`config.mk`:
```
export PLATFORM = sky130hd
export DESIGN_NAME = lcd12864_bus_reader
export DESIGN_NICKNAME = d
export VERILOG_FILES = /design/src/rtl/lcd12864_bus_reader.sv
export SDC_FILE = /design/constraint.sdc
export NUM_CORES = 1
export LEC_CHECK = 0
export ABC_AREA = 1
export BUFFER_PORTS_ARGS = -buffer_cell sky130_fd_sc_hd__buf_2
export CAP_MARGIN = 20
export CORE_MARGIN = 2
export CORE_UTILIZATION = 58
export DETAILED_ROUTE_END_ITERATION = 6
export PLACE_DENSITY = 0.79
export SKIP_CTS_REPAIR_TIMING = 1
export SYNTH_ARGS = -nofsm -noshare
export SYNTH_HDL_FRONTEND = slang
export SYNTH_SLANG_ARGS = --single-unit
```
`constraint.sdc`:
```
create_clock -name clk -period 2.95 [get_ports clk]
set_input_delay 0.295 -clock clk [delete_from_list [all_inputs] [get_ports clk]]
set_output_delay 0.295 -clock clk [all_outputs]
set_load 0.005 [all_outputs]
```
`src/rtl/lcd12864_bus_reader.sv`:
```
// lcd12864_bus_reader: ST7920 8-bit parallel bus read master (status/data reads); LCD_RD_BF_POLL_EN enables busy-flag polling
module lcd12864_bus_reader #(
  parameter int SETUP_CYC = 4,
  parameter int EN_CYC    = 16,
  parameter int HOLD_CYC  = 4,
  parameter int POLL_MAX  = 255
) (
  input  logic       clk,
  input  logic       rst,
  input  logic       rd_req,
  input  logic       rd_rs,
  output logic       rd_ready,
  output logic       rd_valid,
  output logic [7:0] rd_data,
  output logic       rd_timeout,
  output logic       bus_busy,
  output logic       lcd_rs,
  output logic       lcd_rw,
  output logic       lcd_en,
  input  logic [7:0] lcd_dat_i
);
  localparam int M1 = SETUP_CYC > EN_CYC ? SETUP_CYC : EN_CYC;
  localparam int MX = M1 > HOLD_CYC ? M1 : HOLD_CYC;
  localparam int CW = $clog2(MX + 1);

  if (SETUP_CYC < 1 || EN_CYC < 2 || HOLD_CYC < 1 || POLL_MAX < 1) begin : g_chk
    $error("lcd12864_bus_reader: timing parameter out of range");
  end

  typedef enum logic [2:0] {IDLE, SETUP, EN_HI, HOLD, DONE} state_t;
  state_t        state_q;
  logic [CW-1:0] cnt_q;
  logic [7:0]    din_q, byte_q, data_q, cap;
  logic          ready_q, valid_q, busy_q, rs_q, rw_q, en_q;
  logic          acc, last, first, again;

  assign acc   = rd_req & ready_q;
  assign last  = cnt_q == '0;
  assign first = state_q == HOLD && cnt_q == CW'(HOLD_CYC - 1);
  // the byte seen during the last EN-high cycle, also valid when HOLD is a single cycle
  assign cap   = first ? din_q : byte_q;

`ifdef LCD_RD_BF_POLL_EN
  localparam int PW = $clog2(POLL_MAX + 1);
  logic [PW-1:0] att_q;
  logic          to_q, bf;
  assign bf         = ~rs_q & cap[7];
  assign again      = bf & (att_q != PW'(POLL_MAX));
  assign rd_timeout = to_q;
  always_ff @(posedge clk)
    if (rst) begin
      att_q <= '0;
      to_q  <= 1'b0;
    end else if (acc) begin
      att_q <= PW'(1);
    end else if (state_q == HOLD && last) begin
      att_q <= att_q + PW'(again);
      to_q  <= bf & ~again;
    end
`else
  assign again      = 1'b0;
  assign rd_timeout = 1'b0;
`endif

  always_ff @(posedge clk) begin
    din_q <= lcd_dat_i;
    if (rst) begin
      state_q <= IDLE;
      cnt_q   <= '0;
      byte_q  <= '0;
      data_q  <= '0;
      ready_q <= 1'b1;
      valid_q <= 1'b0;
      busy_q  <= 1'b0;
      rs_q    <= 1'b0;
      rw_q    <= 1'b0;
      en_q    <= 1'b0;
    end else begin
      valid_q <= 1'b0;
      if (first) byte_q <= din_q;
      case (state_q)
        IDLE, DONE:
          if (acc) begin
            state_q <= SETUP;
            cnt_q   <= CW'(SETUP_CYC - 1);
            ready_q <= 1'b0;
            busy_q  <= 1'b1;
            rs_q    <= rd_rs;
            rw_q    <= 1'b1;
          end else state_q <= IDLE;
        SETUP:
          if (last) begin
            state_q <= EN_HI;
            cnt_q   <= CW'(EN_CYC - 1);
            en_q    <= 1'b1;
          end else cnt_q <= cnt_q - 1'b1;
        EN_HI:
          if (last) begin
            state_q <= HOLD;
            cnt_q   <= CW'(HOLD_CYC - 1);
            en_q    <= 1'b0;
          end else cnt_q <= cnt_q - 1'b1;
        HOLD:
          if (!last) cnt_q <= cnt_q - 1'b1;
          else if (again) begin
            state_q <= SETUP;
            cnt_q   <= CW'(SETUP_CYC - 1);
          end else begin
            state_q <= DONE;
            valid_q <= 1'b1;
            data_q  <= cap;
            ready_q <= 1'b1;
            busy_q  <= 1'b0;
            rs_q    <= 1'b0;
            rw_q    <= 1'b0;
          end
        default: state_q <= IDLE;
      endcase
    end
  end

  assign rd_ready = ready_q;
  assign rd_valid = valid_q;
  assign rd_data  = data_q;
  assign bus_busy = busy_q;
  assign lcd_rs   = rs_q;
  assign lcd_rw   = rw_q;
  assign lcd_en   = en_q;
endmodule

```
==> results of run 1 <==
[state kept, by name, summed over array words and instances (netlist names), 3 cells and up]
signal / count
din_q: 8
cnt_q: 5
rd_data: 8
byte_q: 8
state_q: 3
[report_power, final]
| group | internal (mW) | switching [mW] | total [mW] |
|---|---|---|---|
| clock | 0.201 | 0.169 | 0.370 |
| sequential | 0.567 | 0.0604 | 0.628 |
| combinational | 0.192 | 0.367 | 0.559 |
[cell type report]
class                           instances  area share
Timing Repair Buffer                   27      0.0812
Sequential cell                        37       0.414
Multi-Input combinational cell        133       0.390
Clock inverter                          2      0.0210
Tap cell                               30      0.0210
Clock buffer                            6      0.0287
Inverter                               21      0.0441
[kinds of logic (layout without fill, tap and decap cells)]
logic type,count (synthesis),in the layout
AO/OA/AOI/OAI,13,13
XOR/XNOR,1,1
adder cells (fa/ha/maj),3,3
buffers and inverters,26,56
flip-flops,37,37
other,1,1
AND/OR/NAND/NOR,115,115
[metal layers]
metal  global-route usage  part of all wire  vias up
li1                     -                 -      662
met1                0.216              0.43      550
met2                0.342              0.49       40
met3               0.0814             0.051       11
met4                0.109             0.029        0
met5                    0                 0        -
[through the flow]
stage / instances / utilization
6_report: 256 / 0.709
5_1_grt: 256 / 0.709
4_1_cts: 254 / 0.701
3_5_place_dp: 246 / 0.666
3_3_place_gp: 246 / 0.666
2_1_floorplan: 196 / -
[final timing paths]
kind / from / to / slack [ns] / depth (start not counted)
setup / recovery: cnt_q[0] / cnt_q[1] / 1.48 / 9
hold / removal: lcd_dat_i[7] / din_q[7] / 0.04 / 1
setup reg to reg: cnt_q[0] / cnt_q[1] / 1.48 / 9
hold reg to reg: rd_data[0] / rd_data[0] / 0.46 / 2
[cells in the mapped netlist (all sizes together)]
master,count,share of area
ha,3,0.024
a21oi,8,0.033
inv,21,0.051
o21a,1,0.0048
xnor2,1,0.0056
dfxtp,37,0.47
buf,4,0.026
conb,1,0.0024
o21ai,4,0.013
nand3,13,0.042
nand2,70,0.20
nand3b,8,0.038
clkbuf,1,0.0024
nor2,24,0.083
[critical path, cell delays in order, from the launching register on]
cell                      delay (ns)
sky130_fd_sc_hd__dfxtp_1        0.34
sky130_fd_sc_hd__inv_1          0.15
sky130_fd_sc_hd__ha_1           0.19
sky130_fd_sc_hd__nand2_1        0.09
sky130_fd_sc_hd__nor2_4         0.19
sky130_fd_sc_hd__nand2_4        0.09
sky130_fd_sc_hd__nand2_2        0.12
sky130_fd_sc_hd__nand2_1        0.07
sky130_fd_sc_hd__nand2_1        0.08
sky130_fd_sc_hd__nor2_1         0.05
==> results.md, run 1 <==
- The post-synthesis register bit count is 37.
- In the layout the commonest cells are 57 x sky130_fd_sc_hd__nand2_1, 37 x sky130_fd_sc_hd__dfxtp_1, 25 x sky130_fd_sc_hd__buf_2, 20 x sky130_fd_sc_hd__nor2_1, 17 x sky130_fd_sc_hd__inv_1.
- The number of warnings printed during yosys synthesis is 0.
- From bottom edge to top edge, the die measures 55.9 um.
- The area of combinational cells with multiple inputs is 697 um^2.
- The fraction of the mapped netlist area in simple logic gates is 0.364.
- The first-iteration detailed-routing DRC count is 22.
- The total cell area at the placement stage is 1680 um^2.
- The total wirelength of the detailed-routed design is 2930 um.
- The count of unique library cells instantiated by Yosys is 23.
- The clock arrives with 0.0103 ns of skew.
- The share of final-layout standard cells stronger than drive strength 1 is 0.243.
- The die covers 3120 um^2.
- By area, the combinational part of the netlist is dominated by simple AND/OR/NAND/NOR gates.
- Final hold analysis gives a worst-case slack of 0.0353 ns.
- The final weighted congestion of routability-driven global placement is 0.856.
- Summing over every cut layer, the via total after detailed routing is 1263.
- Entering global routing, the biggest net connects 20 pins.
- After filler insertion, the fill cell instance count of the layout stands at 207.
- The initial cell density of the core is 0.619.
- 27 I/O pins were placed.
- The mean routed wirelength per cell is 11.4 um.
- The clock latency reported for the late side of the worst-skew pair is 0.35 ns.
- Synthesis handed over a netlist of 196 instances.
- The fraction of the mapped netlist area in compound gates is 0.0505.
- The detail route stage leaves a number of antenna-violating nets equal to 0.
- The worst endpoint required time is 3.19 ns.
- The root buffer cell is sky130_fd_sc_hd__clkbuf_4.
- The placed wire-length estimate after detailed placement is 2120 um.
- The max-cap check violation count is 0.
- Setup slack closes at 1.48 ns.
- The share of synthesized cell area in full adder, half adder and majority cells is 0.0241.
- The initial antenna violation count is 0.
- The category of the most critical setup path is reg -> reg.
- The die is 55.9 um wide.
- The number of antenna diodes in the final layout is 0.
- The maximum vdd drop is 0.786 mV.
- The overall track demand over capacity in global routing is 0.203.
- For this run, the detailed router's first-pass iteration total came to 4.
- The synthesized netlist occupies a cell area of 1560 um^2.
- The number of sinks handled by clock tree synthesis is 37.
- The flow ran to the end, and the final reports show no timing, DRC or antenna violations.
- The design draws 1.56 mW.
- The first-pass GRT wire length is 4820 um.
- The number of nets in the layout is 240.
- The DRC violations left is 0.
- Setup total negative slack on the finished layout was measured at 0 ns.
- After clock tree synthesis, the clock-pin slew on the worst setup and hold paths is 0.11 ns.
- The number of hold violations in the final report was 0.
- The maximum operating frequency is 0.681 GHz.
- The startpoint kind of the worst setup timing path is a register.
- The analysis attributes to cell leakage a power of 0.886 nW.
- Setup repair after global routing left no endpoint under its margin.
- After synthesis, the share of cell area in mux cells is 0.
- In this run the power density over the cells is 871 nW/um^2.
- The clock tree synthesis step divided the H-tree into 2 levels.
- In the final layout, flip-flops and latches occupy 741 um^2.
- The share of the Yosys chip area taken by registers is 0.475.
- After floorplanning, the core was divided into 18 placement rows.
- Of the total synthesized cell area, the portion taken by XOR and XNOR cells is 0.00561.
- The via density per instance is 4.93.
- Along the worst path, the maximum fanout reaches 6.
- The synthesized area divided by synthesized cell count is 7.96 um^2.
- The placeable core area is 2520 um^2.
- The final max-slew violation count is 0.
- Setup violations remaining at the end of the flow were counted as 0.
- Synthesis produced a netlist with a net count of 211.
- The post-synthesis to final-layout area growth is 14.6%.
- The CTS tree is yes.
- The TritonCTS buffer count is 5.
- The final global-route overflow total is 0.
- Input and output buffers added on the ports amount to 25.
- The leading cell type in the layout, fill and taps excluded is sky130_fd_sc_hd__nand2_1.
- The endpoint arrival time on the critical path is 1.71 ns.
- The post-route minimum period is 1.47 ns.
- The design area is 1790 um^2.
- The min-delay analysis places its worst path in the category in -> reg.
- In the finished design, the share of the clock period the worst path needs comes to 0.498.
- The number of global-route vias before repair is 1167.
- The worst setup path is captured at a register.
- The longest clock path from root to sink contains 2 buffers.
- OpenSTA, run right after detailed placement, puts the worst setup slack at 1.49 ns.
No activity file was read; power rests on OpenSTA's default activity.
==> inputs of run 2 (changes only) <==
--- a/config.mk
+++ b/config.mk
@@ -9,9 +9,9 @@
 export BUFFER_PORTS_ARGS = -buffer_cell sky130_fd_sc_hd__buf_2
 export CAP_MARGIN = 20
 export CORE_MARGIN = 2
-export CORE_UTILIZATION = 58
+export CORE_UTILIZATION = 54
 export DETAILED_ROUTE_END_ITERATION = 6
-export PLACE_DENSITY = 0.79
+export PLACE_DENSITY = 0.74
 export SKIP_CTS_REPAIR_TIMING = 1
 export SYNTH_ARGS = -nofsm -noshare
 export SYNTH_HDL_FRONTEND = slang
==> constraint.sdc (replaced) <==
create_clock -name clk -period 1.5 [get_ports clk]
set_input_delay 0.15 -clock clk [delete_from_list [all_inputs] [get_ports clk]]
set_output_delay 0.15 -clock clk [all_outputs]
set_load 0.005 [all_outputs]
==> run 2 against run 1 <==
Compared with the run above: global-route usage is 0.84 points lower; utilization down 3.1 points; maximum frequency is 6.0% higher; via count up 2.6%; count of clock-buffer cells in the layout fell by 1; die area increased by 6.9%; register-to-register slack got worse by 1.4 ns; critical endpoint is now rd_data[5]; largest cell class unchanged.
==> results.md, run 2 (synthesis results as in run 1) <==
- The CTS tree is yes.
- The share of final-layout standard cells stronger than drive strength 1 is 0.260.
- 0 antenna diodes ended up in the layout.
- The post-CTS clock slew at the launch and capture registers of the worst setup and hold paths is 0.10 ns.
- The clock tree skew after final layout is 0.00411 ns.
- Setup repair after global routing left no endpoint under its margin.
- For this run, global-route usage on met3 was measured as 0.0491.
- The final core utilization is 0.678.
- The detailed router placed 1296 vias in this run.
- The floorplan step defined a die boundary enclosing 3340 um^2.
- The leakage dissipation is 0.920 nW.
- The number of endpoints failing setup at the final stage is 0.
- The startpoint kind of the worst setup timing path is a register.
- The number of hold violations in the final report is 0.
- In the layout the commonest cells are 57 x sky130_fd_sc_hd__nand2_1, 37 x sky130_fd_sc_hd__dfxtp_1, 25 x sky130_fd_sc_hd__buf_2, 20 x sky130_fd_sc_hd__nor2_1, 15 x sky130_fd_sc_hd__inv_1.
- STA classifies the critical path endpoint as a register.
- The number of buffers and inverters on the critical path is 1.
- Data on the critical path is required at its endpoint by 1.79 ns.
- The total wirelength of the detailed-routed design is 2910 um.
- The initial utilization of the core area, before any placement, comes to 0.566.
- The library cell used most frequently in the layout, excluding fill and tap cells, is sky130_fd_sc_hd__nand2_1.
- In the global route stage, overall resource usage came out at 0.194.
- The final global-route overflow total is 0.
- 27 I/O pins were placed.
- Of the available clock period, the critical path in the final layout requires 0.924.
- The endpoint arrival time on the critical path is 1.68 ns.
- The class of the tightest hold or removal check is in -> reg.
- The power density normalized to cell area is 1610 nW/um^2.
- For met1 alone, demand over resource in global routing was 0.235.
- The initial antenna violation count was 0.
- The final max-slew violation count was 0.
- The category of the most critical setup path is reg -> reg.
- Routability-driven placement finished with a final weighted congestion of 0.764.
- The placeable core area is 2760 um^2.
- The root buffer cell is sky130_fd_sc_hd__clkbuf_4.
- The smallest clock period supported by the final layout is computed as 1.39 ns.
- The count of input and output buffers is 25.
- For this design, the sink count on the clock tree is 37.
- The max-cap check violation count is 0.
- The number of nets in the layout is 250.
- The DRC violations left is 0.
- The die is 57.8 um tall.
- The total cell area at the placement stage is 1680 um^2.
- The critical-path maximum fanout is 11.
- Clock latency on the worst-skew pair, taken at its later pin, is 0.34 ns.
- The mean routed wirelength per cell is 10.9 um.
- The maximum level of the CTS H-tree is 2.
- The setup TNS is 0 ns.
- The standard cell with the maximum stage delay on the critical path is sky130_fd_sc_hd__dfxtp_1.
- The first TritonRoute pass finished after 4 iterations.
- In this run the remaining antenna-violating nets after routing total 0.
- Entering global routing, the biggest net connects 20 pins.
- The via density per instance is 4.87.
- The number of standard-cell rows in the floorplan is 19.
- The TritonCTS buffer count is 5.
- Traced cell by cell, the critical path runs through inv_2, nor2_8, nand2_4, nor2_4, nand3_1, nand2_1.
- On the critical path the largest part of the delay comes from simple AND/OR/NAND/NOR gates.
- The most used routing layer is met2.
- The first routing iteration left 63 violations.
- In this design, the stage delay of the slowest critical-path cell is 0.47 ns.
- The maximum vdd drop is 1.55 mV.
- The first global-routing pass estimated 4840 um of wire.
- The met2 global-route usage is 0.315.
- The run finished with clean final reports.
- The width of the die is 57.8 um.
- The maximum operating frequency is 0.721 GHz.
- The maximum root-to-sink buffer count is 2.
- The post-synthesis to final-layout area growth is 19.8%.
- After routing the design area is 1870 um^2.
- The number of global-route vias before repair is 1136.
- The placed wire-length estimate after detailed placement is 2010 um.
==> run 2: worst paths after layout <==
path	cells after the start	slack [ns]	from	to
worst max-delay path	6	0.11	state_q[1]	rd_data[5]
worst min-delay path	3	0.12	rd_rs	lcd_rs
worst max register to register	6	0.11	state_q[1]	rd_data[5]
worst min register to register	2	0.45	rd_data[0]	rd_data[0]
==> run 2: worst reg2reg max path, cell delays in order (launching register included) <==
cell	delay, ns
sky130_fd_sc_hd__dfxtp_1	0.47
sky130_fd_sc_hd__inv_2	0.11
sky130_fd_sc_hd__nor2_8	0.27
sky130_fd_sc_hd__nand2_4	0.13
sky130_fd_sc_hd__nor2_4	0.19
sky130_fd_sc_hd__nand3_1	0.10
sky130_fd_sc_hd__nand2_1	0.07
==> run 2: through the flow <==
stage	power (mW)	setup WS, ns	cells	hold slack [ns]
6_report	3.01	0.114	266	0.119
5_1_grt	3.25	0.0106	266	0.182
4_1_cts	2.98	0.0129	254	-0.116
3_5_place_dp	2.33	0.0287	247	0.254
3_3_place_gp	2.29	0.110	247	0.252
2_1_floorplan	2.12	0.225	196	0.178
==> run 2: report_power, final <==
| part | internal, mW | leakage [nW] | switching [mW] | total [mW] |
|---|---|---|---|---|
| registers | 1.12 | 0.303 | 0.125 | 1.24 |
| clock network | 0.339 | 0.0410 | 0.310 | 0.649 |
| logic | 0.408 | 0.576 | 0.713 | 1.12 |
| total | 1.86 | 0.920 | 1.15 | 3.01 |
==> run 2: cell type report <==
class | instances | area, um^2
sequential | 37 | 741
tap | 31 | 38.8
inverter | 21 | 78.8
timing repair buffer | 36 | 228
clock inverter | 2 | 35.0
fill | 235 | 888
multi-input combinational | 134 | 711
clock buffer | 5 | 37.5
==> run 2: per-layer routing <==
| metal | vias up | wire length (um) |
|---|---|---|
| met3 | 8 | 125 |
| met5 | - | 0 |
| li1 | 679 | - |
| met2 | 24 | 1390 |
| met1 | 585 | 1320 |
| met4 | 0 | 70 |
==> inputs of run 3 (changes only) <==
==> constraint.sdc (replaced) <==
create_clock -name clk -period 1.5 [get_ports clk]
set_input_delay 0.3 -clock clk [delete_from_list [all_inputs] [get_ports clk]]
set_output_delay 0.3 -clock clk [all_outputs]
set_load 0.005 [all_outputs]
==> run 3 against run 2 <==
Compared with the run above: non-clock buffer count shrank 8; final cell count is 3.0% lower; count of clock-buffer cells in the layout did not move; power is 0.81% lower; register-to-register slack improved by 0.02 ns; global-route usage unchanged; highest routed layer unchanged; critical endpoint unchanged; combinational power barely moved; setup slack gained 0.023 ns; flip-flop and latch count unchanged.
==> results.md, run 3 (synthesis results as in run 1) <==
- The filler cells instantiated in the layout total 248.
- The worst path in the final design needs a cycle of 1.36 ns, including I/O delays and setup.
- The overall track demand over capacity in global routing is 0.194.
- In this run the worst path has a maximum fanout of 11.
- Across all hold checks on the routed design, the worst slack comes to 0.0508 ns.
- STA classifies the critical path endpoint as a register.
- The worst setup path is of the reg -> reg kind.
- The number of antenna diodes in the final layout is 0.
- The number of nets with antenna violations after routing is 0.
- The number of nets in the layout is 242.
- The number of standard-cell rows in the floorplan is 19.
- The detailed router placed 1273 vias in this run.
- The library cell used most frequently in the layout, excluding fill and tap cells, is sky130_fd_sc_hd__nand2_1.
- The flow ran to the end, and the final reports show no timing, DRC or antenna violations.
- The critical path starts at state_q[1].
- The clock tree skew after final layout is 0.00621 ns.
- For the final routed database, the setup TNS stands at 0 ns.
- 27 I/O pins were placed.
- The total wirelength of the detailed-routed design is 2800 um.
- Among cell families on the critical path, the largest total delay comes from simple AND/OR/NAND/NOR gates.
- The leakage dissipation is 0.886 nW.
- The via density per instance is 4.93.
- Dividing the detail-routed wire length by the instance count gives 10.8 um.
- At the end of routability-driven placement, the weighted congestion stood at 0.764.
- The worst register-to-register path begins at state_q[1].
- Setup repair after global routing left no endpoint under its margin.
- The initial antenna violation count is 0.
- The maximum operating frequency is 0.733 GHz.
- After legalization and detailed placement, the total HPWL measured 2010 um.
- The number of endpoints failing setup at the final stage is 0.
- After clock tree synthesis, the clock-pin slew on the worst setup and hold paths is 0.10 ns.
- In the routed design, unresolved DRC markers number 0.
- The initial cell density of the core is 0.566.
- The beginning of the worst hold path is lcd_dat_i[3].
- Data arrives at the worst endpoint at 1.65 ns.
- The count of buffers added on input and output ports is 25.
- The number of global-route vias before repair is 1136.
- The maximum root-to-sink buffer count is 2.
- Entering global routing, the biggest net connects 20 pins.
- The first global-routing pass estimated 4840 um of wire.
- CTS placed an instance of sky130_fd_sc_hd__clkbuf_4 at the clock tree root.
- Buffers inserted during clock tree synthesis total 5.
- The floorplan step set the die height to 57.8 um.
- The placeable core area is 2760 um^2.
- On the critical path, the stage with the largest delay is an instance of sky130_fd_sc_hd__dfxtp_1.
- The share of final-layout standard cells stronger than drive strength 1 is 0.269.
- The CTS tree is yes.
- The critical path goes through inv_2, nor2_8, nand2_4, nor2_4, nand3_1, nand2_1.
- The power density normalized to cell area is 1670 nW/um^2.
- The total overflow left after global routing is 0.
- The final core utilization is 0.649.
- The maximum vdd drop is 1.54 mV.
- The H-tree was split into 2 levels.
- The overall power consumption is 2.99 mW.
- The final max-slew violation count is 0.
- Of the available clock period, the critical path in the final layout requires 0.909.
- The floorplan die area is 3340 um^2.
- The clock reaches the later pin of the worst-skew pair after 0.34 ns.
- CTS saw 37 sinks.
- The first-iteration detailed-routing DRC count is 54.
- Leaving out fill and tap cells, the most frequent cells in the layout are 57 x sky130_fd_sc_hd__nand2_1, 37 x sky130_fd_sc_hd__dfxtp_1, 25 x sky130_fd_sc_hd__buf_2, 20 x sky130_fd_sc_hd__nor2_1, 15 x sky130_fd_sc_hd__inv_1.
- The area growth from synthesis to layout is 14.7%.
- The width of the die is 57.8 um.
- The worst setup path is launched from a register.
- The number of buffers and inverters on the critical path is 1.
- The maximum cell stage delay along the critical path is 0.45 ns.
- The max-cap check violation count is 0.
- The count of TritonRoute iterations in the first routing pass is 5.
- The worst endpoint required time is 1.79 ns.
- The tightest min-delay check is of the in -> reg type.
- The number of hold violations in the final report is 0.
-- run 3: cell count changes in the layout (fill, tap and decap cells not counted) --
cell / change
sky130_fd_sc_hd__dlygate4sd3_1: -8
-- run 3: routing by layer --
metal,part of all wire,GRT usage,vias to the layer above
li1,-,-,666
met1,0.45,0.235,571
met2,0.48,0.315,29
met3,0.048,0.0491,7
met4,0.021,0.110,0
met5,0,0,-
-- run 3: final cells by class --
class	instances	area [um^2]	share of cell area
multi-input combinational	134	711	0.397
clock buffer	5	37.5	0.0210
timing repair buffer	28	148	0.0825
sequential	37	741	0.414
tap	31	38.8	0.0217
clock inverter	2	35.0	0.0196
inverter	21	78.8	0.0441
-- run 3: worst register-to-register path: stages, from the launching register on --
cell,delay [ns]
sky130_fd_sc_hd__dfxtp_1,0.45
sky130_fd_sc_hd__inv_2,0.11
sky130_fd_sc_hd__nor2_8,0.27
sky130_fd_sc_hd__nand2_4,0.13
sky130_fd_sc_hd__nor2_4,0.19
sky130_fd_sc_hd__nand3_1,0.10
sky130_fd_sc_hd__nand2_1,0.07
-- run 3: worst paths after layout --
path | to | slack (ns) | depth (start not counted)
setup reg to reg | rd_data[5] | 0.14 | 6
hold reg to reg | rd_data[0] | 0.45 | 2
hold / removal | din_q[3] | 0.05 | 1
setup / recovery | rd_data[5] | 0.14 | 6
-- run 3: stage by stage --
stage                     setup WS [ns]  instance area, um^2  std cells
after floorplan                   0.225                 1560        196
after global placement            0.110                 1680        247
after detailed placement         0.0287                 1680        247
after CTS                        0.0129                 1750        254
after global routing             0.0125                 1790        258
final                             0.137                 1790        258
-- run 3: report_power, final --
group	switching [mW]	leakage, nW	internal, mW
clock network	0.308	0.0410	0.339
logic	0.705	0.542	0.395
registers	0.123	0.303	1.12
total	1.14	0.886	1.85
